--- src/rtl/case_decode_pipe.sv ---
// Registered multi-channel value-to-code decoder driven by a runtime-writable lookup table.
// Misses either repeat the channel's last hit code or emit DEF_CODE, and are flagged and counted.
module case_decode_pipe #(
    parameter int                DATA_W       = 4,
    parameter int                CODE_W       = 3,
    parameter int                CH           = 2,
    parameter logic [CODE_W-1:0] DEF_CODE     = '0,
    parameter bit                HOLD_ON_MISS = 1'b1,
    parameter int                MCNT_W       = 16
) (
    input  logic                 clk,
    input  logic                 rst,
    input  logic                 cfg_we,
    input  logic [DATA_W-1:0]    cfg_addr,
    input  logic [CODE_W-1:0]    cfg_code,
    input  logic                 cfg_vld,
    input  logic                 in_valid,
    output logic                 in_ready,
    input  logic [CH*DATA_W-1:0] in_data,
    output logic                 out_valid,
    input  logic                 out_ready,
    output logic [CH*CODE_W-1:0] out_code,
    output logic [CH-1:0]        out_miss,
    input  logic                 miss_clr,
    output logic [MCNT_W-1:0]    miss_cnt
);

    localparam int DEPTH = 2 ** DATA_W;

    logic [CODE_W-1:0]    r_tblCode [DEPTH];
    logic [DEPTH-1:0]     r_tblVld;
    logic [CODE_W-1:0]    r_held [CH];
    logic                 r_outValid;
    logic [CH*CODE_W-1:0] r_outCode;
    logic [CH-1:0]        r_outMiss;
    logic [MCNT_W-1:0]    r_missCnt;

    logic                 w_accept;
    logic [CH*CODE_W-1:0] w_nextCode;
    logic [CH-1:0]        w_nextMiss;
    logic [MCNT_W:0]      w_missAdd;
    logic [MCNT_W:0]      w_missSum;

    assign in_ready  = !r_outValid || out_ready;
    assign w_accept  = in_valid && in_ready;
    assign out_valid = r_outValid;
    assign out_code  = r_outCode;
    assign out_miss  = r_outMiss;
    assign miss_cnt  = r_missCnt;

    // Lookup reads the registered table, so a same-cycle write is only seen by later beats.
    always_comb begin
        w_nextCode = '0;
        w_nextMiss = '0;
        w_missAdd  = '0;
        for (int c = 0; c < CH; c++) begin
            if (r_tblVld[in_data[c*DATA_W +: DATA_W]]) begin
                w_nextCode[c*CODE_W +: CODE_W] = r_tblCode[in_data[c*DATA_W +: DATA_W]];
            end else begin
                w_nextMiss[c] = 1'b1;
                w_nextCode[c*CODE_W +: CODE_W] = HOLD_ON_MISS ? r_held[c] : DEF_CODE;
            end
            w_missAdd = w_missAdd + (MCNT_W+1)'(w_nextMiss[c]);
        end
        w_missSum = {1'b0, r_missCnt} + w_missAdd;
    end

    always_ff @(posedge clk or posedge rst) begin
        if (rst) begin
            for (int i = 0; i < DEPTH; i++) begin
                r_tblVld[i]  <= (i == 0) || (i >= 8 && i <= 11);
                r_tblCode[i] <= (i == 0) ? CODE_W'(1) :
                                (i >= 8 && i <= 11) ? CODE_W'(3) : '0;
            end
        end else if (cfg_we) begin
            r_tblCode[cfg_addr] <= cfg_code;
            r_tblVld[cfg_addr]  <= cfg_vld;
        end
    end

    // Output stage holds its beat while stalled; a clear overrides that cycle's increment.
    always_ff @(posedge clk or posedge rst) begin
        if (rst) begin
            r_outValid <= 1'b0;
            r_outCode  <= '0;
            r_outMiss  <= '0;
            r_missCnt  <= '0;
            for (int c = 0; c < CH; c++) begin
                r_held[c] <= DEF_CODE;
            end
        end else begin
            if (in_ready) begin
                r_outValid <= in_valid;
            end
            if (w_accept) begin
                r_outCode <= w_nextCode;
                r_outMiss <= w_nextMiss;
                for (int c = 0; c < CH; c++) begin
                    if (!w_nextMiss[c]) begin
                        r_held[c] <= w_nextCode[c*CODE_W +: CODE_W];
                    end
                end
            end
            if (miss_clr) begin
                r_missCnt <= '0;
            end else if (w_accept) begin
                r_missCnt <= w_missSum[MCNT_W] ? '1 : w_missSum[MCNT_W-1:0];
            end
        end
    end

endmodule
--- config.mk ---
export PLATFORM = sky130hd
export DESIGN_NAME = case_decode_pipe
export DESIGN_NICKNAME = d
export VERILOG_FILES = /design/src/rtl/case_decode_pipe.sv
export SDC_FILE = /design/constraint.sdc
export NUM_CORES = 1
export LEC_CHECK = 0
export CAP_MARGIN = 20
export CORE_ASPECT_RATIO = 1.75
export CORE_MARGIN = 2
export CORE_UTILIZATION = 30
export CTS_CLUSTER_SIZE = 28
export DETAILED_ROUTE_END_ITERATION = 6
export PLACE_DENSITY = 0.54
export SYNTH_ARGS = -nofsm -noshare
export SYNTH_HDL_FRONTEND = slang
export SYNTH_SLANG_ARGS = --single-unit
--- constraint.sdc ---
create_clock -name clk -period 4.9 [get_ports clk]
set_input_delay 0.98 -clock clk [delete_from_list [all_inputs] [get_ports clk]]
set_output_delay 0.98 -clock clk [all_outputs]
set_load 0.01 [all_outputs]
; ---- After elaboration in Yosys (flattened, before gate mapping)
; Cells that the tools add are included.
[classes]
n_addsub = 2
magnitude_cmp = 8
muxes = 23
bitwise_logic = 3
reduce_logical = 8
[op_table]
columns = cell, count
row1 = $bwmux 48, 1
row2 = $mux 16, 3
row3 = $bmux 3 s4, 2
row4 = $mux 3, 7
row5 = $add 16x2->17, 1
row6 = $bwmux 16, 1
row7 = $ge 5x5->1 const B, 3
row8 = $lt 4x5->1 const B, 3
row9 = $not 4->5, 3
row10 = $demux 3 s4, 1
row11 = $bmux 1 s4, 2
row12 = $lt 5x1->1 const B, 1
row13 = $mux 1, 5
row14 = $demux 1 s4, 1
row15 = $ge 4x1->1 const B, 1
row16 = $reduce_and 2->1, 2
row17 = $logic_and 1x1->1, 3
row18 = $add 1x1->2, 1
row19 = $reduce_bool 2->1, 1
row20 = $logic_not 1->1, 1
row21 = $logic_or 1x1->1, 1
[totals]
ff_bits = 95
in_bits = 22
out_inout_bits = 26
word_cells = 67

; ---- Depth between registers and ports, before layout
[logic_depth]
word_depth = 8
mapped_depth = 13
ltp_nobuf = 11

; ---- Worst setup path before layout
; Ideal clock, no wire load.
[synth_timing]
kind = input to register
from = input port in_data[4]
to = register r_missCnt[2] (netlist: miss_cnt[2])
setup_ns = 0.094
arrival_time_ns = 3.620
required_time_ns = 4.806
slack_ns = 1.186
path_stages = 13
path_buffers = 2
cell_sequence = buf_6 > mux4_1 > mux2i_2 > mux2i_4 > inv_1 > fa_1 > ha_1 > nand4_1 > or2_4 > or2_1 > buf_6 > and3_1 > a211oi_1
[synth_via]
elab_chain_cells = 8
[synth_rtl]
columns = item, line
row1 = start: declaration, 19  ; input logic [CH*DATA_W-1:0] in_data,
row2 = $bmux 1 s4, 57  ; if (r_tblVld[in_data[c*DATA_W +: DATA_W]]) begin
row3 = $mux 1 (implied by the code), 57
row4 = $mux 1, 57
row5 = named net w_nextMiss[1], 40  ; logic [CH-1:0] w_nextMiss;
row6 = $add 1x1->2, 63  ; w_missAdd = w_missAdd + (MCNT_W+1)'(w_nextMiss[c]);
row7 = $add 16x2->17, 65  ; w_missSum = {1'b0, r_missCnt} + w_missAdd;
row8 = $mux 16, 107  ; r_missCnt <= w_missSum[MCNT_W] ? '1 : w_missSum[MCNT_W-1:0];
row9 = $mux 16, 106  ; end else if (w_accept) begin
row10 = $mux 16, 104  ; if (miss_clr) begin
row11 = end signal: assignment, 107
row12 = end: declaration, 36  ; logic [MCNT_W-1:0] r_missCnt;
; The timed path passes the listed nets, and every way through them passes these cells. The select of a mux whose other input is x is not followed.
; A chain may end at the register's enable or synchronous reset.

; ---- Worst setup path in the final report
; Same ends and word-level chain as after synthesis.

==> summary.txt <==
worst hold stages - 2
Post-DP HPWL - 10300 um
Cell Area, Synth - 5080 sq um
Area Growth Syn to Fin - 19.3%
Starting Density - 30.2%
Fin. Hold Viols - 0
Synth top area share - 39.9%
largest family of logic cells by synthesized area - multiplexers
hold buffer count at cts - 0
DR vias/cell - 5.17
Tot Pwr - 2.36 mW
clock insertion delay at the later pin of the skew report - 340 ps
Yosys top cell by area - dfrtp_1
# clock sinks - 95
Fmax achieved - 228 MHz
DRT iter0 DRCs - 87
Mapped Cells - 384
core area - 16800 sq um
nature of the critical path startpoint - input port
final setup fails - 0
critical path arrival - 4630 ps
crit share post-route - 89.4%
RSZ-0062 raised after global routing - false
post-cts resize count - 0
area taken by multi-input logic gates - 2550 sq um
ys flop type - dfrtp_1
critical path endpoint category - flop
Tightest Hold Check Type - flop to flop
fraction of registers with async set/reset - 100%
WS Path Type - input port to flop
post-route setup TNS - 0 ps
clock tree buffer depth - 2
share of layout cells above drive strength 1 - 33.5%
max_cap viols - 0
hold_sp - out_code[1]$_DFFE_PP0P_
first-pass GRT wire length - 20800 um
Die Y-Extent - 176 um
post-layout min period - 4380 ps
initial antenna violation count - 0
fin. max-slew vios - 0
Worst R2R Path Depth - 11
Chip Width - 102 um
post-CTS setup buffers - 0
CP Max Fanout - 10
FP Rows - 63
design area - 6060 sq um
final worst slack - 518 ps
Total GRT Usage - 15.6%
dominant cells by area after synthesis - dfrtp_1 (40%), mux2_2 (15%), mux4_2 (12%), dfstp_2 (7.2%), mux4_1 (2.1%)
Lkg Pwr - 2.42 nW
total CTS buffers - 9
detailed-route via count - 3426
io pins - 48
clk slew on worst S/H paths - 70 ps
area of the die - 18000 sq um
drt first pass iters - 4
post-synthesis sequential element count - 95
largest net degree at the start of global routing - 42
Slew @ Worst Pin - 1180 ps
Avg Inst Size Synth - 13.2 sq um
Relative slew margins - 21.0%
Root Buffer - clkbuf_16
Min-Delay Endpoint - out_code[1]$_DFFE_PP0P_
Post-synth EDFFs - 0
xor/xnor share of the synthesized area - 0%
GPL Wtd Cong - 0.829
dpl ws - 138 ps
Post-Route WL - 13200 um
Nets - 455
area share of fa/ha/maj cells after synthesis - 0.641%
Detail Route Antenna Nets - 0
required time worst endpoint - 5140 ps
CTS H-tree lvls - 3
vias in the first global route - 3704
simple-gate share of the synthesized area - 11.3%
pwr dens - 389 nW/um^2
PortBufs - 47
sequential fraction of the synthesis area - 47.2%
Routed wire per std cell - 19.9 um
VDD IR max - 209 uV
Clock Skew - 8.52 ps
Sequential cell area - 2390 sq um
grt ovf - 0
Synth Area in Compound Gates - 5.57%
FILL cells - 1662
placed instance area - 5780 sq um
CTS tree - done
ANT cells - 0
Yosys warnings - 0
distinct cell type count after synthesis - 47
drc violations - 0
reg2reg setup slack - 1600 ps
reg2reg start - r_tblVld[6]$_DFFE_PP0P_
multiplexer share of the synthesized area - 32.8%
Synthesized Nets - 408
Reg2Reg Capture Point - miss_cnt[2]$_DFFE_PP0P_
status - finished clean
metrics by stage:
stage	hold slack (ps)	util (%)	std cells
detailed placement	487	34.4	647
floorplan	479	-	384
finish	488	36.1	663
CTS	503	36.1	663
global route	517	36.1	663
global placement	475	34.4	647
power by group:
group          leakage (nW)  switching [mW]  internal (mW)
Clock                 0.137           0.317          0.349
Combinational          1.11           0.235          0.353
Sequential             1.17           0.126          0.981
synthesized netlist by cell type (5+ instances only):
master,count
nand2_1,26
nor3_1,14
o21a_1,7
mux4_2,28
dfrtp_1,81
a22oi_1,6
nand3_1,17
mux2i_1,8
dfstp_2,14
buf_2,5
o21ai_0,6
nand2b_1,6
a21oi_1,8
clkbuf_1,9
mux2_2,67
nor2_1,17
inv_1,5
cells by family (layout without fill, tap and decap cells):
group | count (synthesis) | in the layout
flip-flops | 95 | 95
buffers and inverters | 24 | 76
AO/OA/AOI/OAI | 42 | 42
AND/OR/NAND/NOR | 108 | 108
adder cells (fa/ha/maj) | 2 | 2
multiplexers | 113 | 113
how the worst max path moves through the flow:
stage | start | end | slack, ps | cells past startpoint
6_report | in_data[4] | miss_cnt[2]$_DFFE_PP0P_ | 520 | 12
3_3_place_gp | in_data[4] | miss_cnt[2]$_DFFE_PP0P_ | 310 | 12
4_1_cts | in_data[4] | miss_cnt[2]$_DFFE_PP0P_ | 530 | 12
2_1_floorplan | in_data[4] | miss_cnt[2]$_DFFE_PP0P_ | 1190 | 13
5_1_grt | in_data[4] | miss_cnt[2]$_DFFE_PP0P_ | 390 | 12
3_5_place_dp | in_data[4] | miss_cnt[2]$_DFFE_PP0P_ | 140 | 12
metal layers:
metal	GRT usage [%]	routed length [um]	up-vias
li1	-	-	1553
met1	16.1	4680	1761
met2	29.5	7560	84
met3	2.69	388	28
met4	7.50	553	0
met5	0	0	-
cell type report:
type / instances / area share (%)
Clock buffer: 9 / 3.72
Tap cell: 227 / 4.69
Sequential cell: 95 / 39.5
Timing Repair Buffer: 55 / 8.75
Multi-Input combinational cell: 265 / 42.1
Inverter: 5 / 0.330
Clock inverter: 7 / 0.867
placed cells by master, fill, tap and decap left out, types with 4 or more instances in the layout:
cell,count
and3_1,4
a22oi_1,6
nor2_1,17
mux2_2,67
a21oi_1,8
mux4_1,4
clkdlybuf4s50_1,47
nand3_1,17
mux2i_1,8
nand2_1,26
nor2b_1,4
dfstp_2,14
nor4_1,4
nor3_1,14
inv_1,4
buf_4,8
o21ai_0,6
nand2b_1,6
a31oi_1,4
dfrtp_1,81
clkbuf_16,9
mux4_2,28
o21a_1,7
critical path: stages:
cell and delay (ps):
clkdlybuf4s50_1 730, mux4_1 630, mux2i_2 210, mux2i_4 150, inv_1 100, fa_1 220
ha_1 230, nand4_1 220, or2_4 330, or2_1 340, and3_1 230, a211oi_1 240
registers in the layout, indices dropped and copies added, names as in the netlist:
register and count:
r_tblVld 16, r_tblCode 48, out_miss 2, out_valid 1, out_code 6, miss_cnt 16, r_held 6
No activity file was read; power rests on OpenSTA's default activity.
